[src/rtl/tetris_input_ctrl.sv]
// Input front end for the tetris core: debounces buttons, auto-repeats moves, times gravity
// and hands the core one prioritised command per ready handshake.
module tetris_input_ctrl #(
    parameter int unsigned DEB_CYCLES   = 100000,
    parameter int unsigned REPEAT_DELAY = 25000000,
    parameter int unsigned REPEAT_RATE  = 5000000,
    parameter int unsigned GRAVITY_BASE = 50000000,
    parameter int unsigned GRAVITY_STEP = 4000000,
    parameter int unsigned GRAVITY_MIN  = 5000000
) (
    input  logic       clk,
    input  logic       reset,
    input  logic [5:0] btn,
    input  logic [3:0] level,
    input  logic       pause,
    input  logic       ready,
    output logic [2:0] ctrl,
    output logic       gravity
);
    localparam int unsigned DebW = (DEB_CYCLES > 1) ? $clog2(DEB_CYCLES) : 1;
    localparam logic [DebW-1:0] DebLast  = DebW'(DEB_CYCLES - 1);
    localparam logic [31:0]     RepFirst = 32'(REPEAT_DELAY - 1);
    localparam logic [31:0]     RepNext  = 32'(REPEAT_RATE - 1);
    localparam logic [35:0]     GravBase = 36'(GRAVITY_BASE);
    localparam logic [31:0]     GravMin  = 32'(GRAVITY_MIN);

    localparam logic [2:0] CmdNone  = 3'd0;
    localparam logic [2:0] CmdLeft  = 3'd1;
    localparam logic [2:0] CmdRight = 3'd2;
    localparam logic [2:0] CmdRot   = 3'd3;
    localparam logic [2:0] CmdDown  = 3'd4;
    localparam logic [2:0] CmdDrop  = 3'd5;
    localparam logic [2:0] CmdHold  = 3'd6;

    typedef enum logic [1:0] {StRun, StWait, StPause} state_e;

    state_e                 state_q, state_d;
    logic [5:0]             sync1_q, sync2_q, deb_q, deb_d, press;
    logic [5:0][DebW-1:0]   deb_cnt_q, deb_cnt_d;
    logic [2:0][31:0]       rep_cnt_q, rep_cnt_d;
    logic [2:0]             rep_armed_q, rep_armed_d, rep_fire;
    logic [31:0]            grav_cnt_q, grav_cnt_d, grav_raw, period;
    logic [35:0]            grav_drop;
    logic                   grav_tick, gravity_q;
    // Pending flags are indexed by command code; bit 0 is the gravity request.
    logic [6:0]             pend_q, pend_d, carry_q, carry_d, set, clr;
    logic [2:0]             win, ctrl_q, ctrl_d;

    always_comb begin
        deb_d     = deb_q;
        deb_cnt_d = '0;
        press     = '0;
        for (int i = 0; i < 6; i++) begin
            if (sync2_q[i] != deb_q[i]) begin
                if (deb_cnt_q[i] == DebLast) begin
                    deb_d[i] = sync2_q[i];
                    press[i] = sync2_q[i];
                end else begin
                    deb_cnt_d[i] = deb_cnt_q[i] + DebW'(1);
                end
            end
        end
    end

    // LEFT/RIGHT/DOWN occupy btn[2:0]; the first repeat waits longer than later ones.
    always_comb begin
        rep_cnt_d   = '0;
        rep_armed_d = '0;
        rep_fire    = '0;
        for (int i = 0; i < 3; i++) begin
            if (deb_q[i]) begin
                if (rep_cnt_q[i] == (rep_armed_q[i] ? RepNext : RepFirst)) begin
                    rep_fire[i]    = 1'b1;
                    rep_armed_d[i] = 1'b1;
                end else begin
                    rep_cnt_d[i]   = rep_cnt_q[i] + 32'd1;
                    rep_armed_d[i] = rep_armed_q[i];
                end
            end
        end
    end

    always_comb begin
        grav_drop = 36'(level) * 36'(GRAVITY_STEP);
        grav_raw  = (grav_drop >= GravBase) ? 32'd0 : 32'(GravBase - grav_drop);
        period    = (grav_raw < GravMin) ? GravMin : grav_raw;
        grav_tick  = 1'b0;
        grav_cnt_d = grav_cnt_q;
        if (!pause) begin
            if (grav_cnt_q >= period - 32'd1) begin
                grav_tick  = 1'b1;
                grav_cnt_d = '0;
            end else begin
                grav_cnt_d = grav_cnt_q + 32'd1;
            end
        end
    end

    always_comb begin
        set = {press[5], press[4], press[2] | rep_fire[2], press[3],
               press[1] | rep_fire[1], press[0] | rep_fire[0], grav_tick};

        if (pend_q[CmdHold])                  win = CmdHold;
        else if (pend_q[CmdDrop])             win = CmdDrop;
        else if (pend_q[CmdRot])              win = CmdRot;
        else if (pend_q[CmdLeft])             win = CmdLeft;
        else if (pend_q[CmdRight])            win = CmdRight;
        else if (pend_q[CmdDown] | pend_q[0]) win = CmdDown;
        else                                  win = CmdNone;

        state_d = state_q;
        ctrl_d  = CmdNone;
        clr     = '0;
        unique case (state_q)
            StRun: begin
                if (pause) begin
                    state_d = StPause;
                end else if (ready && win != CmdNone) begin
                    ctrl_d  = win;
                    clr     = (win == CmdDown) ? 7'b001_0001 : (7'd1 << win);
                    state_d = StWait;
                end
            end
            StWait:  if (ready) state_d = pause ? StPause : StRun;
            StPause: if (!pause) state_d = StRun;
            default: state_d = StRun;
        endcase

        // An event colliding with its own issue is replayed one cycle later.
        if (pause) begin
            pend_d  = '0;
            carry_d = '0;
        end else begin
            pend_d  = ((pend_q | set) & ~clr) | carry_q;
            carry_d = set & clr;
        end
    end

    always_ff @(posedge clk) begin
        if (reset) begin
            sync1_q     <= '0;
            sync2_q     <= '0;
            deb_q       <= '0;
            deb_cnt_q   <= '0;
            rep_cnt_q   <= '0;
            rep_armed_q <= '0;
            grav_cnt_q  <= '0;
            pend_q      <= '0;
            carry_q     <= '0;
            state_q     <= StRun;
            ctrl_q      <= CmdNone;
            gravity_q   <= 1'b0;
        end else begin
            sync1_q     <= btn;
            sync2_q     <= sync1_q;
            deb_q       <= deb_d;
            deb_cnt_q   <= deb_cnt_d;
            rep_cnt_q   <= rep_cnt_d;
            rep_armed_q <= rep_armed_d;
            grav_cnt_q  <= grav_cnt_d;
            pend_q      <= pend_d;
            carry_q     <= carry_d;
            state_q     <= state_d;
            ctrl_q      <= ctrl_d;
            gravity_q   <= grav_tick;
        end
    end

    assign ctrl    = ctrl_q;
    assign gravity = gravity_q;

endmodule

[config.mk]
export PLATFORM = sky130hd
export DESIGN_NAME = tetris_input_ctrl
export DESIGN_NICKNAME = d
export VERILOG_FILES = /design/src/rtl/tetris_input_ctrl.sv
export SDC_FILE = /design/constraint.sdc
export NUM_CORES = 1
export LEC_CHECK = 0
export ABC_AREA = 1
export CAP_MARGIN = 20
export CORE_MARGIN = 5
export CORE_UTILIZATION = 53
export CTS_CLUSTER_DIAMETER = 200
export CTS_CLUSTER_SIZE = 28
export DETAILED_ROUTE_END_ITERATION = 7
export GPL_TIMING_DRIVEN = 0
export PLACE_DENSITY = 0.81
export SYNTH_ARGS = -nofsm -noshare
export SYNTH_HDL_FRONTEND = slang
export SYNTH_SLANG_ARGS = --single-unit
export TNS_END_PERCENT = 10
[constraint.sdc]
create_clock -name clk -period 4.5 [get_ports clk]
set_input_delay 0.45 -clock clk [delete_from_list [all_inputs] [get_ports clk]]
set_output_delay 0.45 -clock clk [all_outputs]
set_load 0.005 [all_outputs]
# Word level (Yosys, flattened, before mapping)
# Index checks and enable logic that the tools add are counted.
[word_totals]
latchBits = 0
rom_bits = 0
n_memories = 0
regBits = 271
ramBits = 0
[classes]
n_eq_ne = 21
mul = 1
n_shift = 1
div_mod_pow = 0
bitwise_logic = 20
reduce_logical = 24
magnitude_cmp = 3
n_mux = 42
add_sub_neg = 12
[op_table]
columns = ["op", "count"]
rows = [
  ["$add 32x1->32 const B", 4],
  ["$add 17x1->17 const B", 6],
  ["$eq 17x17->1 const B", 6],
  ["$eq 32x25->1", 3],
  ["$mux 32", 3],
  ["$mux 25", 3],
  ["$ge 32x32->1", 1],
  ["$lt 32x23->1 const B", 1],
  ["$sub 32x1->32 const B", 1],
  ["$mux 7", 4],
  ["$reduce_or 3->1", 9],
  ["$sub 26x26->27 const A", 1],
  ["$ge 26x26->1 const B", 1],
  ["$mux 1", 20],
  ["$mul 4x14->18 const B", 1],
  ["$mux 3", 6],
  ["$and 7x7->7", 2],
  ["$or 7x7->7", 2],
  ["$reduce_and 2->1", 6],
  ["$not 1->1", 11],
  ["$mux 2", 5],
  ["$reduce_or 2->1", 4],
  ["$not 7->7", 1],
  ["$shl 1x3->7 const A", 1],
  ["other kinds (13)", 22],
]

# Longest topological paths before layout
# Gate-level depths: netlist of the first run.
[logic_depth]
ltp_word = 15
ltp_mapped = 31
depth_no_buf = 31

# Worst setup path after synthesis of the first run
# Ideal clock, no wire load.
[synth_timing]
kind = "input to register"
from = "input level[1]"
to = "register grav_cnt_q[12]"
setup_time_ns = 0.128
cell_stages = 30
setup_slack_ns = -0.221
arrival_ns = 4.594
path_buffers = 1
required_time_ns = 4.372
cell_sequence = "fa_1 inv_1 fa_1 inv_1 ha_1 a21oi_1 nand2_1 nand2_1 nand3_1 nand2_2 inv_2 nor2_4 nor2_8 nor2_2 nand2_1 nor2_1 nand2_2 nand2_8 nand2_2 ha_1 nand4_1 nor3_1 nand2_1 o2111ai_1 nand4_1 nand2_1 nand2_1 nand2_1 clkbuf_1 nor2_1"
[synth_between]
elab_chain_len = 8
elab_cells_between_ends = 9
cone_classes = "add/sub: 2; mul: 1; order compare: 3; mux: 3"
[synth_lines]
columns = ["element", "line", "source"]
rows = [
  ["start: declaration", "14", "input logic [3:0] level,"],
  ["$mul 4x14->18 *", "84", "grav_drop = 36'(level) * 36'(GRAVITY_STEP);"],
  ["$sub 26x26->27 or $ge 26x26->1 (tied branches)", "85", "grav_raw = (grav_drop >= GravBase) ? 32'd0 : 32'(GravBase - grav_drop);"],
  ["$mux 32 *", "85", ""],
  ["$lt 32x23->1", "86", "period = (grav_raw < GravMin) ? GravMin : grav_raw;"],
  ["$mux 32 *", "86", ""],
  ["$sub 32x1->32 *", "90", "if (grav_cnt_q >= period - 32'd1) begin"],
  ["$ge 32x32->1 *", "90", ""],
  ["$mux 32 *", "90", ""],
  ["end signal: assignment", "160", "grav_cnt_q <= grav_cnt_d;"],
  ["end: declaration", "42", "logic [31:0] grav_cnt_q, grav_cnt_d, grav_raw, period;"],
]
# Every way passes the cells marked *; elsewhere a longest branch is shown, timed or not.
# A chain may end at the register's enable or synchronous reset.

# Worst setup path after layout of the first run
[layout_timing]
from = "input level[1]"
to = "register grav_cnt_q[25]"
# The elaborated chain is that of the path after synthesis.

==> impl_metrics.toml, run 1 <==
[floorplan]
die_h_um = 173
rows = 59
die_w_um = 173
io_pins = 18
initial_core_util_pct = 53.8
die_area_mm2 = 0.0298
core-area_mm2 = 0.0261

[clock_tree]
tritoncts = "built"
holdBufCountCts = 0
cts_sinks = 271
ctsLongestPathBuffers = 3
clkLatencyLatePin_ns = 0.50
numCtsBuffers = 13
cts_root_buffer = "clkbuf_16"
cts_max_level = 1
clk_pin_slew_ns = 0.11

[status]
outcome = "finished with violations"
violations = "setup timing"

[drt]
vias = 12269
wl_per_cell_um = 12.1
first_pass_iters = 5
drt_iter0_drc = 836
routed_wl_um = 28400
drc_errors = 0
viasPerCell = 5.25
ant_nets = 0

[cells_and_area]
antenna_cells = 0
nFillCells = 2289
fin_nets = 2079
layout_common_cells = "329 x nand2_1, 282 x inv_1, 281 x nor2_1"
drive_above_1_share_pct = 7.63
layout_commonest_cell = "nand2_1"
area_delta_synth_final_pct = 9.76
final_area_mm2 = 0.0154

[timing]
layout_setup_ws_ns = -0.0404
setup_viol = 31
fmax_ghz = 0.220
rsz0062_at_grt = "yes"
hold_viol_final = 0
fin_crit_ns = 4.54
fin_skew_ns = 0.0239
post-route-period-util_pct = 101
worstMarginPinSlew_ns = 0.668
slew_viol_final = 0
holdWs_ns = 0.409
slew-limit-headroom_pct = 55.4

[place]
placed_cell_area_mm2 = 0.0146
portBuffers = 16
place.gp.congestion = 0.910
dp_hpwl_um = 21000

[synthesis]
synth-compound-area-share_pct = 7.61
synthCells = 1951
synth_area_leaders = "dfxtp_1 39%, nand2_1 9.0%, nor2_1 7.7%, inv_1 7.6%, ha_1 5.0%"
synth_largest_area_cell = "dfxtp_1"
postSynth.asyncResetShare_pct = 0
syn-num-nets = 2026
syn_avg_cell_area_um2 = 7.19
synth_top_area_share_pct = 38.7
synthMuxAreaShare_pct = 0
ys_seq_area_share_pct = 38.7
synth_top_family_by_area = "simple AND/OR/NAND/NOR gates"
synthAdderAreaFrac_pct = 5.71
ys.flop_type = "dfxtp_1"
ys_warn_count = 0
synth_cell_types = 50
netlist_area_mm2 = 0.0140
yosys.area_share.simple_pct = 34.0
synth-seq-cells = 271
synthXorXnorAreaFrac_pct = 5.55
synth_edf_count = 0

[global_routing]
overflow = 0
grt_pass1_wl_um = 49200
grt_max_degree = 29
grt_pass1_vias = 11494
grt_usage_pct = 18.2
antenna_found_initial = 0

[setup_path]
slowest_delay_ns = 0.56
startpoint_type = "input port"
worst_path_max_delay_cell = "fa_1"
arrival_ns = 4.93
crit_fanout = 8
worstSetupPathType = "input port to register"
end_kind = "register"
crit_required_ns = 4.89

[worst_hold_path]
holdCritPathClass = "register to register"

[flow_run]
maxCapViolations = 0

[power]
p_leak_nw = 5.66
ir_worst_vdd_v = 0.000215
power_density_mw_per_mm2 = 294
==> kinds of logic (layout without fill, tap and decap cells) <==
group                    after synthesis  in the layout
adder cells (fa/ha/maj)               61             61
buffers and inverters                315            366
XOR/XNOR                              88             88
AO/OA/AOI/OAI                        193            193
other                                  1              1
AND/OR/NAND/NOR                     1022           1024
flip-flops                           271            271
==> synth_stat cells, types with 4 or more instances <==
cell      count
a21oi_1     108
a31oi_1       8
clkbuf_1     22
dfxtp_1     271
fa_1          5
ha_1         56
inv_1       284
inv_2         7
nand2_1     337
nand2_2      17
nand3_1      92
nand3_2       6
nand3b_1      7
nand4_1      48
nor2_1      287
nor2_2        7
nor2_4        7
nor3_1      113
nor3_2        4
nor3b_1      35
nor4_1       34
o21a_1       13
o21ai_0      43
or2_2        16
xnor2_1      21
xor2_1       66
==> cell type report <==
type | instances | area, um^2 | share of cell area (%)
multi-input cells | 1367 | 7650 | 49.7
inverters | 292 | 1100 | 7.12
flip-flops and latches | 271 | 5430 | 35.2
clock buffers | 13 | 325 | 2.11
clock inverters | 2 | 20.0 | 0.130
well taps | 335 | 419 | 2.72
plain buffers | 23 | 120 | 0.780
repair buffers | 36 | 344 | 2.23
==> stage by stage <==
stage / power [W] / setup WS (ns) / cells / TNS (ns) / util (%)
4_1_cts: 0.00449 / -0.00112 / 2333 / -0.00112 / 58.5
6_report: 0.00453 / -0.0404 / 2339 / -0.412 / 59.1
3_3_place_gp: 0.00309 / -1.50 / 2302 / -50.01 / 56.2
3_5_place_dp: 0.00312 / -1.58 / 2302 / -52.54 / 56.2
2_1_floorplan: 0.00299 / 0.0201 / 1951 / 0 / -
5_1_grt: 0.00476 / -0.309 / 2339 / -9.21 / 59.1
==> worst paths after layout <==
| kind | startpoint | to | slack [ns] | cells past startpoint |
|---|---|---|---|---|
| worst max-delay path | level[1] | grav_cnt_q[25] | -0.04 | 30 |
| worst min-delay path | sync1_q[2] | sync2_q[2] | 0.41 | 2 |
| worst max register to register | grav_cnt_q[0] | grav_cnt_q[24] | 2.15 | 12 |
| worst min register to register | sync1_q[2] | sync2_q[2] | 0.41 | 2 |
==> critical path, delay by kind of cell <==
family                   cells  cell delay [ns]
adder cells (fa/ha/maj)      4             1.59
AO/OA/AOI/OAI                3             0.33
AND/OR/NAND/NOR             15             1.63
XOR/XNOR                     1             0.16
buffers and inverters        7             0.76
==> flip-flops by register name, indices dropped and copies added, names as in the netlist <==
name,flops
pend_q,7
grav_cnt_q,32
sync1_q,6
deb_q,6
deb_cnt_q,102
carry_q,7
rep_armed_q,3
sync2_q,6
state_q,2
ctrl,3
gravity,1
rep_cnt_q,96
==> report_power, final <==
part	leakage, nW	internal [W]	switching (W)
logic	3.30	0.000343	0.000506
clock network	0.171	0.000535	0.000738
registers	2.19	0.00241	0.00000508
==> per-layer routing <==
| metal | wire (um) | track usage (%) |
|---|---|---|
| met5 | 0 | 0 |
| met4 | 539 | 4.45 |
| met3 | 1070 | 2.07 |
| met2 | 13200 | 31.4 |
| met1 | 13600 | 24.5 |
==> timing repair <==
action / 4_1_cts / 5_1_grt
pin swaps: 32 / 33
resized for setup: 54 / 34
gates cloned: 5 / 0
setup endpoints to repair: 35 / 35
setup buffers: 11 / 6
No activity file was read; power rests on OpenSTA's default activity.
==> run 2, diff against run 1 <==
--- a/config.mk
+++ b/config.mk
@@ -14,6 +14,7 @@
 export DETAILED_ROUTE_END_ITERATION = 7
 export GPL_TIMING_DRIVEN = 0
 export PLACE_DENSITY = 0.81
+export SLEW_MARGIN = 5
 export SYNTH_ARGS = -nofsm -noshare
 export SYNTH_HDL_FRONTEND = slang
 export SYNTH_SLANG_ARGS = --single-unit
==> results of run 2 <==
Final layout, timing and power as in run 1 (identical DEF).
